<file path="config.mk">
export PLATFORM = sky130hd
export DESIGN_NAME = mul_arbiter
export DESIGN_NICKNAME = d
export VERILOG_FILES = /design/src/rtl/mul_arbiter.sv
export SDC_FILE = /design/constraint.sdc
export NUM_CORES = 1
export LEC_CHECK = 0
export CAP_MARGIN = 20
export CELL_PAD_IN_SITES_DETAIL_PLACEMENT = 1
export CELL_PAD_IN_SITES_GLOBAL_PLACEMENT = 1
export CORE_UTILIZATION = 27
export DETAILED_ROUTE_END_ITERATION = 8
export HOLD_SLACK_MARGIN = 0.1
export MAX_ROUTING_LAYER = met4
export PLACE_DENSITY = 0.78
export SLEW_MARGIN = 20
export SYNTH_ARGS = -nofsm -noshare
export SYNTH_HDL_FRONTEND = slang
export SYNTH_SLANG_ARGS = --single-unit
</file>
<file path="constraint.sdc">
create_clock -name I_CLK -period 2.6 [get_ports I_CLK]
set_clock_uncertainty 0.15 [all_clocks]
set_input_delay 0.26 -clock I_CLK [delete_from_list [all_inputs] [get_ports I_CLK]]
set_output_delay 0.26 -clock I_CLK [all_outputs]
set_load 0.005 [all_outputs]
</file>
<file path="src/rtl/mul_arbiter.sv">
// Round-robin arbiter that shares one pipelined fixed-point multiplier among N_REQ
// requesters, returning each product tagged with the requester ID, with a hang watchdog.
module mul_arbiter #(
  parameter int N_REQ       = 4,
  parameter int DATA_W      = 16,
  parameter int TIMEOUT_CYC = 16,
  parameter int ID_W        = $clog2(N_REQ)
) (
  input  logic                    I_CLK,
  input  logic                    I_RST_N,
  input  logic [N_REQ-1:0]        I_REQ_VLD,
  input  logic [N_REQ*DATA_W-1:0] I_REQ_M1,
  input  logic [N_REQ*DATA_W-1:0] I_REQ_M2,
  output logic [N_REQ-1:0]        O_REQ_ACK,
  output logic [N_REQ-1:0]        O_RSP_VLD,
  output logic [DATA_W-1:0]       O_RSP_PRODUCT,
  output logic                    O_RSP_ERR,
  output logic [ID_W-1:0]         O_RSP_ID,
  output logic                    O_MUL_VLD,
  output logic [DATA_W-1:0]       O_MUL_M1,
  output logic [DATA_W-1:0]       O_MUL_M2,
  input  logic                    I_MUL_BUSY,
  input  logic                    I_MUL_VLD,
  input  logic [DATA_W-1:0]       I_MUL_PRODUCT,
  input  logic                    I_CLR_ERR,
  output logic                    O_BUSY,
  output logic                    O_TIMEOUT
);

  localparam int CNT_W = $clog2(TIMEOUT_CYC);

  typedef enum logic [1:0] {S_IDLE, S_ISSUE, S_WAIT, S_RESP} state_e;

  state_e             state_q, state_d;
  logic [ID_W-1:0]    ptr_q, ptr_d;
  logic [ID_W-1:0]    id_q, id_d;
  logic [CNT_W-1:0]   cnt_q, cnt_d;
  logic               timed_out;

  logic               grant_vld;
  logic [ID_W-1:0]    grant_idx;
  logic [ID_W-1:0]    cand;
  logic               can_grant;

  logic [N_REQ-1:0]   req_ack_q, req_ack_d;
  logic [N_REQ-1:0]   rsp_vld_q, rsp_vld_d;
  logic [DATA_W-1:0]  rsp_product_q, rsp_product_d;
  logic               rsp_err_q, rsp_err_d;
  logic [ID_W-1:0]    rsp_id_q, rsp_id_d;
  logic               mul_vld_q, mul_vld_d;
  logic [DATA_W-1:0]  mul_m1_q, mul_m1_d;
  logic [DATA_W-1:0]  mul_m2_q, mul_m2_d;
  logic               busy_q, busy_d;
  logic               timeout_q, timeout_d;

  logic [DATA_W-1:0]  m1_arr [N_REQ];
  logic [DATA_W-1:0]  m2_arr [N_REQ];

  for (genvar g = 0; g < N_REQ; g++) begin : g_unpack
    assign m1_arr[g] = I_REQ_M1[g*DATA_W +: DATA_W];
    assign m2_arr[g] = I_REQ_M2[g*DATA_W +: DATA_W];
  end

  // Scan from farthest to nearest after ptr so the nearest requester is the last writer.
  always_comb begin
    // NOTE: every combinational output gets a default first so no latch is inferred.
    grant_vld = 1'b0;
    grant_idx = '0;
    cand      = '0;
    for (int k = N_REQ; k >= 1; k--) begin
      cand = ID_W'((int'(ptr_q) + k) % N_REQ);
      if (I_REQ_VLD[cand]) begin
        grant_vld = 1'b1;
        grant_idx = cand;
      end
    end
  end

  assign can_grant = grant_vld && !I_MUL_BUSY;

  // State and output registers
  always_ff @(posedge I_CLK) begin
    // NOTE: reset is synchronous, sampled only on the clock edge like any other input.
    if (!I_RST_N) begin
      state_q       <= S_IDLE;
      ptr_q         <= ID_W'(N_REQ - 1);
      id_q          <= '0;
      cnt_q         <= '0;
      req_ack_q     <= '0;
      rsp_vld_q     <= '0;
      rsp_product_q <= '0;
      rsp_err_q     <= 1'b0;
      rsp_id_q      <= '0;
      mul_vld_q     <= 1'b0;
      mul_m1_q      <= '0;
      mul_m2_q      <= '0;
      busy_q        <= 1'b0;
      timeout_q     <= 1'b0;
    end else begin
      state_q       <= state_d;
      ptr_q         <= ptr_d;
      id_q          <= id_d;
      cnt_q         <= cnt_d;
      req_ack_q     <= req_ack_d;
      rsp_vld_q     <= rsp_vld_d;
      rsp_product_q <= rsp_product_d;
      rsp_err_q     <= rsp_err_d;
      rsp_id_q      <= rsp_id_d;
      mul_vld_q     <= mul_vld_d;
      mul_m1_q      <= mul_m1_d;
      mul_m2_q      <= mul_m2_d;
      busy_q        <= busy_d;
      timeout_q     <= timeout_d;
    end
  end

  // Next-state logic. RESP also arbitrates, so a new grant can overlap the response
  // cycle and the multiplier is reloaded as soon as it drops busy.
  always_comb begin
    state_d   = state_q;
    ptr_d     = ptr_q;
    id_d      = id_q;
    cnt_d     = cnt_q;
    timed_out = 1'b0;
    unique case (state_q)
      S_IDLE, S_RESP: begin
        if (can_grant) begin
          state_d = S_ISSUE;
          ptr_d   = grant_idx;
          id_d    = grant_idx;
        end else begin
          state_d = S_IDLE;
        end
      end
      S_ISSUE: begin
        state_d = S_WAIT;
        cnt_d   = '0;
      end
      S_WAIT: begin
        if (I_MUL_VLD) begin
          state_d = S_RESP;
        end else if (cnt_q == CNT_W'(TIMEOUT_CYC - 1)) begin
          state_d   = S_RESP;
          timed_out = 1'b1;
        end else begin
          cnt_d = cnt_q + CNT_W'(1);
        end
      end
      default: state_d = S_IDLE;
    endcase
  end

  // Output logic: next values of the registered outputs.
  always_comb begin
    req_ack_d     = '0;
    rsp_vld_d     = '0;
    rsp_product_d = rsp_product_q;
    rsp_err_d     = rsp_err_q;
    rsp_id_d      = rsp_id_q;
    mul_vld_d     = 1'b0;
    mul_m1_d      = mul_m1_q;
    mul_m2_d      = mul_m2_q;
    busy_d        = (state_d != S_IDLE);
    timeout_d     = timeout_q;

    if (state_d == S_ISSUE) begin
      mul_vld_d = 1'b1;
      req_ack_d = N_REQ'(1) << grant_idx;
      mul_m1_d  = m1_arr[grant_idx];
      mul_m2_d  = m2_arr[grant_idx];
    end

    if (state_d == S_RESP) begin
      rsp_vld_d     = N_REQ'(1) << id_q;
      rsp_id_d      = id_q;
      rsp_err_d     = timed_out;
      rsp_product_d = timed_out ? '0 : I_MUL_PRODUCT;
    end

    // A timeout in the same cycle as a clear request keeps the flag set.
    if (timed_out) begin
      timeout_d = 1'b1;
    end else if (I_CLR_ERR) begin
      timeout_d = 1'b0;
    end
  end

  assign O_REQ_ACK     = req_ack_q;
  assign O_RSP_VLD     = rsp_vld_q;
  assign O_RSP_PRODUCT = rsp_product_q;
  assign O_RSP_ERR     = rsp_err_q;
  assign O_RSP_ID      = rsp_id_q;
  assign O_MUL_VLD     = mul_vld_q;
  assign O_MUL_M1      = mul_m1_q;
  assign O_MUL_M2      = mul_m2_q;
  assign O_BUSY        = busy_q;
  assign O_TIMEOUT     = timeout_q;

endmodule

</file>
==> flow_summary.ini <==
[die]
die_y_um = 119.1
design.core.area_um2 = 13300
rows = 42
num_io_pins = 215
initial_core_util_pct = 27.86
die_w_um = 119.1
dieArea_um2 = 14190

[layout]
area_growth_pct = 69.76
fin_cells = 785
fill_cells = 1506
drive_gt1_share_pct = 6.732
post-route-util_pct = 47.29
stdcell_area_um2 = 6287
insertedDiodeCount = 0
nets = 760

[power_and_ir_drop]
power_mw = 3.496
power.density_nw_per_um2 = 556.1
ir_worst_vdd_mv = 0.3251
p_leak_nw = 2.358

[worst_setup_path]
path_buf_inv = 2
critPathLaunchType = primary input
slowest_delay_ns = 0.60
path_class = primary input to flop
cp_data_arrival_time_ns = 2.52
crit_family = compound AO/OA/AOI/OAI gates
crit_required_ns = 2.69
endpoint_kind = flop
crit_top_cell = a211oi_1
critPathMaxFanout = 19
path_cells = clkdlybuf4s50_1 > nand2b_1 > o22ai_4 > buf_4 > a21o_1 > a211oi_1 > a211oi_1
cp_slowest_cell = clkdlybuf4s50_1
rrSetupSlack_ns = 0.18

[global_routing]
grt_pass1_vias = 4217
grt_max_degree = 47
overflow = 0
grt_pass1_wl_mm = 21.87
gr-usage-all-layers_pct = 20.19
antenna_found_initial = 0

[synthesis]
synth_compound_area_share_pct = 23.51
netlist_area_um2 = 3704
ys_warn_count = 0
yosysSeqAreaShare_pct = 38.92
synth-main-ff-cell = dfxtp_1
synth_xor_xnor_area_share_pct = 0.4730
synth_edf_count = 0
syn-num-nets = 555
synth_fa_ha_area_share_pct = 1.014
synthSimpleGateAreaFrac_pct = 14.26
synthMuxAreaShare_pct = 13.89
ys_types = 41
postSynthAreaPerCell_um2 = 9.282
synth_seq_cells = 72
syn_inst = 399
synth_top_family_by_area = compound AO/OA/AOI/OAI gates
async_flop_share_pct = 0

[timing]
maxSlewHeadroom_pct = 49.98
final.setup.tns_ns = 0
clock.fmax_mhz = 412.5
finalCritPeriodShare_pct = 93.25
tightest_slew_ns = 0.7495
slew_viol_final = 0
period_needed_ns = 2.425
hold_violations = 0
rsz0062_at_grt = false
setup_viol = 0

[run]
cap_viol_max_count = 0

[placement]
routabilityCongestion = 0.7466
dp_cells = 769
postPlaceCellArea_um2 = 5998
io_buffers = 214
dp_hpwl_mm = 10.51

[cts]
clockBufferDepth = 2
path_clk_slew_ns = 0.06
clock_sinks = 72
h-tree-depth = 3
ctsHoldBuffers = 0
cts_root_buf = clkbuf_16
cts_buffers = 9
clock_latency_ns = 0.33
cts_tree = yes

[drt]
drt-total-wl_mm = 13.83
wire_per_inst_um = 17.62
viasPerCell = 4.944
num_vias = 3881
drc = 0
drt_iter0_markers = 172
drtPass1Iterations = 4
final_antenna_net_count = 0

[run_status]
status = finished clean

[min_path]
hold_class = flop to flop
## placed cells by master (no fill, tap or decap), types with 2 or more instances in the layout
cell type / n
a21boi_0: 3
clkdlybuf4s50_1: 214
a221o_1: 16
clkbuf_16: 9
o21ai_1: 5
a21o_1: 3
nor3b_1: 2
inv_1: 22
clkinv_4: 2
nand2b_1: 7
a22oi_1: 16
nand3_1: 35
nor3_1: 3
xor2_1: 2
buf_12: 2
mux2i_1: 32
nor2b_1: 21
dfxtp_1: 72
ha_1: 3
a21oi_1: 4
buf_4: 11
and2_1: 3
nand2_1: 13
a211oi_1: 48
mux2_2: 5
mux2_1: 11
nor2_1: 11
o21ai_0: 15
clkinvlp_4: 3
## report_power, final
| group | switching, mW | leakage [nW] | internal [mW] |
|---|---|---|---|
| combinational | 0.451 | 1.64 | 0.595 |
| sequential | 0.0715 | 0.588 | 1.21 |
| clock | 0.490 | 0.131 | 0.673 |
## Yosys cell counts (3+ instances only)
library cell / instances / area (µm²)
mux2i_1: 32 / 320.3
a221o_1: 16 / 160.2
a21oi_1: 4 / 20.02
a22oi_1: 16 / 120.1
clkbuf_1: 22 / 82.58
dfxtp_1: 72 / 1441
mux2_2: 5 / 56.30
and2_1: 3 / 18.77
a211oi_1: 48 / 360.4
nor2_1: 12 / 45.04
ha_1: 3 / 37.54
nand2b_1: 7 / 43.79
a21o_1: 3 / 22.52
o21ai_1: 5 / 25.02
o21ai_0: 15 / 75.07
a21boi_0: 3 / 22.52
nor2b_1: 21 / 131.4
inv_1: 22 / 82.58
buf_12: 4 / 80.08
nand2_1: 13 / 48.80
nand3_1: 35 / 175.2
nor3_1: 3 / 15.01
buf_2: 3 / 15.01
mux2_1: 11 / 123.9
## path summary, 6_finish.rpt
| check | from | to | cells after the start |
|---|---|---|---|
| max | I_REQ_VLD[3] | O_MUL_M2[11]$_SDFFE_PN0N_ | 7 |
| min | O_RSP_ID[0]$_SDFFE_PN0N_ | O_RSP_ID[0]$_SDFFE_PN0N_ | 2 |
| max reg2reg | ptr_q[1]$_SDFFE_PN1P_ | O_MUL_M2[11]$_SDFFE_PN0N_ | 6 |
| min reg2reg | O_RSP_ID[0]$_SDFFE_PN0N_ | O_RSP_ID[0]$_SDFFE_PN0N_ | 2 |
## final cells by class
type,count,area (µm²),area share (%)
clock buffers,10,239.0,3.801
clock inverters,6,45.04,0.7164
inverters,23,91.34,1.453
multi-input cells,271,1986,31.58
flip-flops and latches,72,1441,22.93
well taps,176,220.2,3.502
repair buffers,227,2265,36.02
## sequential cells by signal (all words and copies together) (netlist names), 2 cells and up
register / flops
ptr_q: 2
O_MUL_M2: 16
O_RSP_PRODUCT: 16
O_RSP_VLD: 4
O_REQ_ACK: 4
O_MUL_M1: 16
state_q: 2
cnt_q: 4
O_RSP_ID: 2
id_q: 2
## cell families after synthesis
kind of cell,count (synthesis)
and+or+nand+nor,101
AOI/OAI and AO/OA,116
muxes,49
DFF,72
adders and majority gates,3
buffers and inverters,56
xor gates and xnor gates,2
## tightest hold or removal path: stages (launching register included)
cell and delay [ns]:
dfxtp_1 0.31, nand2_1 0.05, a21boi_0 0.07
## repair_timing
action / 4_1_cts / 5_1_grt
gates resized for setup: 0 / 3
setup endpoints to repair: 0 / 16
setup buffers: 0 / 0
## layer usage
layer	track usage [%]	vias to the layer above	share of wire, %
met3	2.921	20	3.3
met5	-	-	0
met2	35.54	119	52
met1	22.94	1862	43
met4	7.911	0	2.2
li1	-	1880	-
## per-stage QoR
stage	hold WS, ns	worst slack (ns)
5_1_grt	0.3577	0.01037
2_1_floorplan	0.2943	0.4357
6_report	0.3301	0.1755
3_5_place_dp	0.3224	-0.1797
4_1_cts	0.3365	0.03187
3_3_place_gp	0.3081	-0.02076
(Power assumes the default switching activity.)
